## config.mk

```make
export PLATFORM = sky130hd
export DESIGN_NAME = pe_issue_stage
export DESIGN_NICKNAME = d
export VERILOG_FILES = /design/src/rtl/pe_issue_stage.sv
export SDC_FILE = /design/constraint.sdc
export NUM_CORES = 1
export LEC_CHECK = 0
export BUFFER_PORTS_ARGS = -buffer_cell sky130_fd_sc_hd__buf_2
export CAP_MARGIN = 40
export CORE_ASPECT_RATIO = 1.2
export CORE_MARGIN = 2
export CORE_UTILIZATION = 56
export CTS_CLUSTER_DIAMETER = 120
export DETAILED_ROUTE_END_ITERATION = 8
export HOLD_SLACK_MARGIN = 0.06
export PLACE_DENSITY = 0.78
export SLEW_MARGIN = 10
export SYNTH_ARGS = -nofsm -noshare
export SYNTH_HDL_FRONTEND = slang
export SYNTH_SLANG_ARGS = --single-unit
```

## constraint.sdc

```tcl
create_clock -name clk -period 4.8 [get_ports clk]
set_input_delay 0.24 -clock clk [delete_from_list [all_inputs] [get_ports clk]]
set_output_delay 0.24 -clock clk [all_outputs]
set_load 0.02 [all_outputs]
```

## src/rtl/pe_issue_stage.sv

```systemverilog
// Issue stage feeding one processing-element lane: decodes the opcode,
// registers the signed product and delays everything so it arrives in step.
//
// Ports:
//   clk, rst          clock, synchronous active-high reset
//   instr_valid/ready valid/ready handshake for the incoming instruction
//   instr_opcode      0 NOP,1 MAC,2 RND,3 PASS,4 OUT,5 CLR,6-7 illegal
//   instr_value       shift amount carried to shift_value
//   vector_in         signed vector operand
//   matrix_in         signed matrix operand
//   stall             freezes every pipeline register, gates do_* low
//   vector_out        vector operand aligned with the strobes
//   mul_result        aligned signed product
//   shift_value       aligned instr_value
//   do_*              aligned one-hot op strobes
//   busy              some pipeline slot holds an instruction
//   illegal_op        sticky flag, set when an illegal opcode is taken
module pe_issue_stage #(
   parameter int INPUT_WIDTH    = 8,
   parameter int ACC_WIDTH      = 16,
   parameter int VALUE_BITWIDTH = 5,
   parameter int OPCODE_WIDTH   = 3,
   parameter int MUL_STAGES     = 2
) (
   input  logic                      clk,
   input  logic                      rst,
   input  logic                      instr_valid,
   output logic                      instr_ready,
   input  logic [OPCODE_WIDTH-1:0]   instr_opcode,
   input  logic [VALUE_BITWIDTH-1:0] instr_value,
   input  logic [INPUT_WIDTH-1:0]    vector_in,
   input  logic [INPUT_WIDTH-1:0]    matrix_in,
   input  logic                      stall,
   output logic [INPUT_WIDTH-1:0]    vector_out,
   output logic [ACC_WIDTH-1:0]      mul_result,
   output logic [VALUE_BITWIDTH-1:0] shift_value,
   output logic                      do_mac,
   output logic                      do_shift,
   output logic                      do_pass,
   output logic                      do_out,
   output logic                      do_clr,
   output logic                      busy,
   output logic                      illegal_op
);

   localparam int NS = MUL_STAGES;

   // One-hot op bundle order: {clr, out, pass, shift, mac}
   logic       accept;
   logic [4:0] dec_op;
   logic       dec_ill;

   assign instr_ready = !stall && !rst;
   assign accept      = instr_valid && instr_ready;

   always_comb begin
      dec_op  = '0;
      dec_ill = 1'b0;
      case (instr_opcode)
         OPCODE_WIDTH'(0): dec_op = 5'b00000;
         OPCODE_WIDTH'(1): dec_op = 5'b00001;
         OPCODE_WIDTH'(2): dec_op = 5'b00010;
         OPCODE_WIDTH'(3): dec_op = 5'b00100;
         OPCODE_WIDTH'(4): dec_op = 5'b01000;
         OPCODE_WIDTH'(5): dec_op = 5'b10000;
         default:          dec_ill = 1'b1;
      endcase
   end

   // Multiplying sign-extended operands at ACC_WIDTH gives the exact
   // product when it fits, and its low ACC_WIDTH bits otherwise.
   logic signed [ACC_WIDTH-1:0] vec_x;
   logic signed [ACC_WIDTH-1:0] mat_x;
   logic signed [ACC_WIDTH-1:0] prod;

   assign vec_x = ACC_WIDTH'($signed(vector_in));
   assign mat_x = ACC_WIDTH'($signed(matrix_in));
   assign prod  = vec_x * mat_x;

   logic [NS-1:0]             st_v;
   logic [4:0]                st_op  [NS];
   logic [VALUE_BITWIDTH-1:0] st_val [NS];
   logic [INPUT_WIDTH-1:0]    st_vec [NS];
   logic [ACC_WIDTH-1:0]      st_mul [NS];
   logic                      ill_q;

   always_ff @(posedge clk) begin
      if (rst) begin
         st_v  <= '0;
         ill_q <= 1'b0;
         for (int i = 0; i < NS; i++) begin
            st_op[i]  <= '0;
            st_val[i] <= '0;
            st_vec[i] <= '0;
            st_mul[i] <= '0;
         end
      end else begin
         if (accept && dec_ill)
            ill_q <= 1'b1;
         if (!stall) begin
            st_v[0]   <= accept;
            st_op[0]  <= accept ? dec_op : 5'b00000;
            st_val[0] <= instr_value;
            st_vec[0] <= vector_in;
            st_mul[0] <= prod;
            for (int i = 1; i < NS; i++) begin
               st_v[i]   <= st_v[i-1];
               st_op[i]  <= st_op[i-1];
               st_val[i] <= st_val[i-1];
               st_vec[i] <= st_vec[i-1];
               st_mul[i] <= st_mul[i-1];
            end
         end
      end
   end

   // Strobes are masked during stall so a frozen slot fires only once.
   logic [4:0] out_op;

   assign out_op = (st_v[NS-1] && !stall) ? st_op[NS-1] : 5'b00000;

   assign do_mac   = out_op[0];
   assign do_shift = out_op[1];
   assign do_pass  = out_op[2];
   assign do_out   = out_op[3];
   assign do_clr   = out_op[4];

   assign vector_out  = st_vec[NS-1];
   assign mul_result  = st_mul[NS-1];
   assign shift_value = st_val[NS-1];
   assign busy        = |st_v;
   assign illegal_op  = ill_q;

endmodule

```

### Word-level counts from Yosys, hierarchy flattened

Memory sizes are Yosys's and may differ from the RTL's.
Index checks and enable logic that the tools add are counted.

* register bits: 3
* bits in latches: 0
* memory bits (writable): 68
* memory bits (read-only): 0
* output and inout port bits: 37
* memories kept: 4

* $add $sub $neg: 0
* multipliers: 1
* div/mod/pow operators: 0
* $lt $le $gt $ge: 0
* eq/ne operators: 5
* shift-type cells: 0
* mux-type cells: 17
* bitwise gates (word level): 8
* reduce and logical (&&, ||, !) cells: 9

Memory list
* st_mul: words 2, width 16, read ports 2, clocked after Yosys merged registers in 0, write ports 2, RTL line 84 `logic [ACC_WIDTH-1:0] st_mul [NS];`
* st_vec: words 2, width 8, read ports 2, clocked after Yosys merged registers in 0, write ports 2, RTL line 83 `logic [INPUT_WIDTH-1:0] st_vec [NS];`
* st_op: words 2, width 5, read ports 2, clocked after Yosys merged registers in 0, write ports 2, RTL line 81 `logic [4:0] st_op [NS];`
* st_val: words 2, width 5, read ports 2, clocked after Yosys merged registers in 0, write ports 2, RTL line 82 `logic [VALUE_BITWIDTH-1:0] st_val [NS];`

Operator list (number)
* two-way mux 16 bit: 2
* two-way mux 5 bit: 6
* case mux 5 bit (5 select lines): 1
* multiplier 8 x 8 -> 16 bit: 1
* two-way mux 8 bit: 2
* OR 1 bit: 8
* == test 3 x 2 -> 1 bit (second input constant): 2
* == test 3 bit (second input constant): 2
* two-way mux 1 bit: 6
* OR reduction 6 bit: 1
* logical AND 1 bit: 4
* == test 3 x 1 -> 1 bit (second input constant): 1
* logical NOT 3 bit: 1
* logical NOT 1 bit: 2
* OR reduction 2 bit: 1

### Longest topological paths before layout

Gate-level depths: netlist of run 1.

* word-level depth: 5
* gate-level depth with buffers: 15

### Worst setup path after synthesis of run 1

Ideal clock, no wire load.

* kind: input to register
* start point: in vector_in[7]
* end point: mem st_mul[0][15], data pin
* setup time: 259 ps
* arrival: 3838 ps
* required time: 4541 ps
* setup slack: 704 ps
* cell stages on the path: 14
* buffers on the path: 0
* cells stage by stage: nand2_1 inv_1 fa_1 inv_1 fa_1 fa_1 fa_1 inv_1 ha_1 a21oi_1 o21ai_0 a221oi_1 a211oi_1 o21bai_1

RTL lines
* from (decl): RTL line 31 `input logic [INPUT_WIDTH-1:0] vector_in,`
* to (decl): RTL line 84

==> results of run 1 <==
logic make-up (layout without fill, tap and decap cells):
kind of cell / after synthesis / after routing
fa+ha+maj: 84 / 84
simple gates: 162 / 162
compound gates: 30 / 30
xor+xnor: 12 / 12
buf+inv: 117 / 162
mux: 1 / 1
flops: 71 / 71
per-stage QoR:
step,cell area (sq um),util (%),std cells,setup WS [ps]
2_1_floorplan,5390,-,477,704
3_3_place_gp,5620,59.7,629,414
3_5_place_dp,5620,59.7,629,245
4_1_cts,5900,62.6,645,593
5_1_grt,5900,62.6,645,352
6_report,5900,62.6,645,593
cells in the final DEF (no fill, tap or decap), types with 2 or more instances in the layout:
cell type	count
and2_1	95
inv_1	80
edfxtp_1	68
buf_2	64
fa_1	55
ha_1	29
nand2_1	24
nor2_1	16
clkbuf_16	9
xnor2_1	8
o21a_1	8
nor3_1	8
a21oi_1	7
xor2_1	4
o21ai_0	3
a211oi_1	3
nand2b_1	3
nor2b_1	3
clkinvlp_4	3
dfxtp_1	3
nor4_1	2
a21o_1	2
or2_2	2
inv_6	2
layer usage:
layer  track usage, %  routed length [um]
met1             21.7                3300
met2             30.7                4820
met3             3.79                 298
met4             7.94                 247
met5                0                   0
worst max-delay path, cell delays in order:
cell,delay (ps)
buf_2,150
nand2_1,140
inv_1,80
fa_1,620
inv_1,140
fa_1,530
fa_1,450
fa_1,540
inv_1,40
ha_1,340
a21oi_1,160
o21ai_0,170
a221oi_1,380
a211oi_1,130
o21bai_1,170
power by group through the flow:
stage	registers [mW]	clock network [mW]	logic, mW
after global routing	0.805	0.638	1.45
after global placement	0.808	0	1.23
final	0.797	0.603	1.27
after floorplan	0.806	0	1.05
after detailed placement	0.811	0	1.28
after CTS	0.798	0.613	1.29
worst paths after layout:
path | from | endpoint | slack [ps] | depth (start not counted)
setup reg to reg | st_val[0][0] | st_val[0][5] | 4010 | 1
setup / recovery | matrix_in[2] | st_mul[0][15] | 590 | 15
hold reg to reg | illegal_op | illegal_op | 470 | 2
hold / removal | rst | illegal_op | 120 | 2
cell type report:
| type | instances | area [sq um] |
|---|---|---|
| fillers | 752 | 3520 |
| multi-input cells | 289 | 2740 |
| flip-flops and latches | 71 | 2100 |
| repair buffers | 65 | 328 |
| inverters | 81 | 304 |
| clock buffers | 10 | 229 |
| well taps | 123 | 154 |
| clock inverters | 6 | 45.0 |
registers in the layout (all words and copies together) (netlist names):
register / flops
st_vec: 16
st_mul: 32
st_val: 10
st_v: 2
st_op: 10
illegal_op: 1
==> impl_metrics.csv, run 1 <==
group,metric,value,unit
synthesis,synth_most_common_cell,"and2_1",
synthesis,synth_xor_xnor_area_share,1.95,%
synthesis,ys_seq_area_share,39.0,%
timing,maxSlewHeadroom,52.6,%
timing,final_max_slew_viol_count,0,
synthesis,synth_ff_type,"edfxtp_1",
synthesis,synth_area_per_cell,11.3,sq um
critical_path,start_kind,"primary input",
route,drt_iter0_markers,142,
die,row_count,39,
synthesis,synth-edff-count,68,
route,vias_per_cell,5.10,
timing,timing.fmax,0.238,GHz
global_routing,grt_max_degree,59,
global_routing,grt_pass1_vias,3248,
global_routing,grt_use_total,17.9,%
synthesis,synth_top_area_cell,"edfxtp_1",
synthesis,synth_mux_area_share,0.186,%
clock_network,h-tree-depth,3,
synthesis,synthSimpleGateAreaFrac,17.0,%
synthesis,synth_area_leaders,"edfxtp_1 (38%), fa_1 (20%), and2_1 (11%)",
run_status,status,"finished clean",
clock_network,cts.clk_slew.worst_paths,60,ps
critical_path,path_max_fanout,8,
synthesis,synth_cells,477,
route,ant_nets,0,
run,cap_violations,0,
hold_path,hp-class,"in2reg",
route,dr_total_vias,3290,
die,die_w,93.5,um
critical_path,cp.required,4880,ps
route,drc_errors,0,
power_and_ir_drop,p_leak,2.73,nW
synthesis,ys_ff_latch,71,
global_routing,antenna_found_initial,0,
placement,gp_congestion,0.852,
route,wl,8660,um
synthesis,syn_nets,589,
timing,hold_violations,0,
synthesis,synth_fa_ha_area_share,27.2,%
power_and_ir_drop,swShare,36.9,%
power_and_ir_drop,cellInternalPower,1.69,mW
clock_network,cts_hold_buf,0,
global_routing,grt_pass1_wl,14600,um
die,core,9420,sq um
synthesis,synth_top_cells_by_count,"and2_1 (95), inv_1 (80), edfxtp_1 (68), fa_1 (55)",
layout,area_delta_synth_final,9.50,%
route,wl_per_cell,13.4,um
synthesis,synth.distinct_cells,40,
die,initial_core_util,57.2,%
clock_network,clk_path_buf_depth,2,
timing,period_needed,4210,ps
clock_network,cts_setup_buffers,0,
clock_network,clock_sinks,71,
clock_network,cts_buffers,9,
synthesis,async_flop_share,0,%
synthesis,synth_top_family_by_area,"adder cells",
timing,finalClockSkew,6.68,ps
timing,hold_ws,118,ps
layout,drive_gt1_share,16.9,%
critical_path,critical_path_class,"in2reg",
timing,rsz0062_at_grt,"false",
die,die_area,10400,sq um
die,die_y,111,um
layout,final_nets,629,
power_and_ir_drop,pwr-share-clk,22.6,%
power_and_ir_drop,ir_drop,0.375,mV
timing,tns,0,ps
synthesis,synth_warnings,0,
clock_network,cts_resized,0,
clock_network,cts_root_buf,"clkbuf_16",
power_and_ir_drop,pwr-share-seq,29.9,%
clock_network,insertion_delay,330,ps
power_and_ir_drop,combPwrFrac,47.6,%
layout,diodes,0,
critical_path,arrival,4290,ps
clock_network,cts_tree,"built",
placement,placement.io_buffers,64,
synthesis,syn_area,5390,sq um
route,first_pass_iters,4,
timing,tightest_slew,711,ps
placement,dpl.hpwl,6700,um
die,io_pins,65,
power_and_ir_drop,p_per_area,453,nW/um^2
synthesis,synth_top_cell_area_share,37.9,%
power_and_ir_drop,total_power,2.67,mW
power_and_ir_drop,switching_power,0.984,mW
global_routing,globalRoute.totalOverflow,0,
synthesis,synth_compound_area_share,4.39,%
timing,fin_crit_sh,87.6,%
critical_path,setup.worst_path.end_class,"flip-flop",
timing,setup_viol,0,
(Power assumes the default switching activity.)
==> inputs of run 2 (changes only) <==
--- a/config.mk
+++ b/config.mk
@@ -7,3 +7,2 @@
 export LEC_CHECK = 0
-export BUFFER_PORTS_ARGS = -buffer_cell sky130_fd_sc_hd__buf_2
 export CAP_MARGIN = 40
@@ -14,4 +13,5 @@
 export DETAILED_ROUTE_END_ITERATION = 8
+export DONT_BUFFER_PORTS = 1
 export HOLD_SLACK_MARGIN = 0.06
-export PLACE_DENSITY = 0.78
+export PLACE_DENSITY = 0.72
 export SLEW_MARGIN = 10
--- a/constraint.sdc
+++ b/constraint.sdc
@@ -3,2 +3,2 @@
 set_output_delay 0.24 -clock clk [all_outputs]
-set_load 0.02 [all_outputs]
+set_load 0.01 [all_outputs]
==> impl_metrics.csv, run 2 (synthesis results as in run 1) <==
group,metric,value,unit
run_status,status,"finished clean",
clock_network,clk_path_buf_depth,2,
power_and_ir_drop,cellInternalPower,1.78,mW
power_and_ir_drop,pwr-share-seq,30.2,%
critical_path,arrival,4170,ps
timing,setup_viol,0,
route,first_pass_iters,4,
layout,register_area,2100,sq um
route,wl,8550,um
layout,multiInputGateArea,2740,sq um
layout,regMostFlops,"st_mul",
run,cap_violations,0,
timing,maxSlewHeadroom,41.4,%
layout,largestRegisters,"st_mul (32), st_vec (16)",
route,drt_iter0_markers,138,
power_and_ir_drop,p_per_area,478,nW/um^2
critical_path,critical_path_class,"in2reg",
die,core,9420,sq um
clock_network,insertion_delay,330,ps
critical_path,setup.worst_path.end_class,"flip-flop",
critical_path,start_kind,"primary input",
layout,mostFrequentLayoutCells,"and2_1 (95), inv_1 (80), edfxtp_1 (68)",
global_routing,grt_use_total,17.5,%
clock_network,cts_tree,"built",
critical_path,cp.required,4880,ps
timing,finalClockSkew,6.87,ps
layout,largest_reg_flops,32,
power_and_ir_drop,swShare,34.1,%
timing,final_max_slew_viol_count,0,
power_and_ir_drop,pwr-share-clk,26.2,%
critical_path,path_max_fanout,9,
layout,final_nets,566,
timing,period_needed,4090,ps
timing,timing.fmax,0.245,GHz
route,dr_total_vias,3036,
die,io_pins,65,
route,ant_nets,0,
timing,hold_violations,0,
clock_network,cts_setup_buffers,0,
layout,area_delta_synth_final,4.79,%
power_and_ir_drop,combPwrFrac,43.6,%
global_routing,grt_pass1_vias,2978,
power_and_ir_drop,switching_power,0.920,mW
placement,dpl.hpwl,6470,um
layout,diodes,0,
power_and_ir_drop,ir_drop,0.504,mV
power_and_ir_drop,p_leak,2.49,nW
placement,gp_congestion,0.860,
die,die_w,93.5,um
clock_network,clock_sinks,71,
route,drc_errors,0,
timing,rsz0062_at_grt,"false",
timing,tns,0,ps
clock_network,cts_resized,0,
timing,fin_crit_sh,85.2,%
global_routing,antenna_found_initial,0,
die,die_area,10400,sq um
die,initial_core_util,57.2,%
global_routing,globalRoute.totalOverflow,0,
layout,postLayoutCoreUtil,59.9,%
die,row_count,39,
global_routing,grt_max_degree,69,
layout,final_common_cell,"and2_1",
hold_path,hp-class,"in2reg",
global_routing,grt_pass1_wl,14100,um
route,wl_per_cell,14.7,um
layout,drive_gt1_share,5.23,%
clock_network,h-tree-depth,3,
clock_network,cts_buffers,9,
clock_network,cts_root_buf,"clkbuf_16",
clock_network,cts_hold_buf,2,
clock_network,cts.clk_slew.worst_paths,60,ps
layout,n_fill_cell,722,
placement,placement.io_buffers,0,
route,vias_per_cell,5.22,
timing,tightest_slew,878,ps
die,die_y,111,um
critical_path,r2r_slack,3640,ps
-- run 2: cell types whose count changed in the layout (fill, tap and decap cells not counted), sizes merged --
| cell | delta |
|---|---|
| buf | -65 |
| bufinv | +2 |
| clkinv | +3 |
| clkinvlp | -3 |
| dlygate4sd3 | +2 |
| inv | -2 |
-- run 2: cell type report --
| cell class | instances | share of cell area, % |
|---|---|---|
| sequential | 71 | 37.3 |
| clock buffer | 10 | 4.24 |
| clock inverter | 6 | 1.49 |
| tap | 123 | 2.73 |
| timing repair buffer | 2 | 0.355 |
| multi-input combinational | 289 | 48.6 |
| inverter | 81 | 5.39 |
-- run 2: path summary, 6_finish.rpt --
check | from | endpoint | cells after the start
min | stall | st_v[1] | 2
max reg2reg | st_v[0] | st_v[0] | 3
max | vector_in[7] | st_mul[0][15] | 14
min reg2reg | st_val[0][0] | st_val[0][5] | 1
-- run 2: through the flow --
| step | hold WS, ps | std cells | area [sq um] | power [mW] | setup slack (ps) |
|---|---|---|---|---|---|
| finish | 77.8 | 582 | 5640 | 2.70 | 711 |
| global route | 92.3 | 582 | 5640 | 2.91 | 485 |
| CTS | 66.9 | 582 | 5640 | 2.73 | 712 |
| detailed placement | 318 | 564 | 5300 | 2.01 | 367 |
| global placement | 313 | 564 | 5300 | 1.98 | 580 |
| floorplan | 312 | 477 | 5390 | 1.84 | 704 |
-- run 2: per-layer routing --
layer / wire (um) / part of all wire (%) / track usage, %
met3: 270 / 3.2 / 3.92
met2: 4690 / 55 / 30.2
met4: 187 / 2.2 / 7.06
met1: 3400 / 40 / 21.3
met5: 0 / 0 / 0
-- run 2: power groups by stage --
stage | Combinational, mW | Sequential (mW) | Clock, mW
after detailed placement | 1.18 | 0.830 | 0
after CTS | 1.19 | 0.818 | 0.718
after floorplan | 1.03 | 0.806 | 0
final | 1.18 | 0.816 | 0.706
after global placement | 1.16 | 0.828 | 0
after global routing | 1.35 | 0.825 | 0.741
-- run 2: worst max-delay path: stages --
cell	delay [ps]
nand2_1	120
inv_1	80
fa_1	620
inv_1	140
fa_1	530
fa_1	450
fa_1	540
inv_1	40
ha_1	340
a21oi_1	170
o21ai_0	170
a221oi_1	410
a211oi_1	150
o21bai_1	170
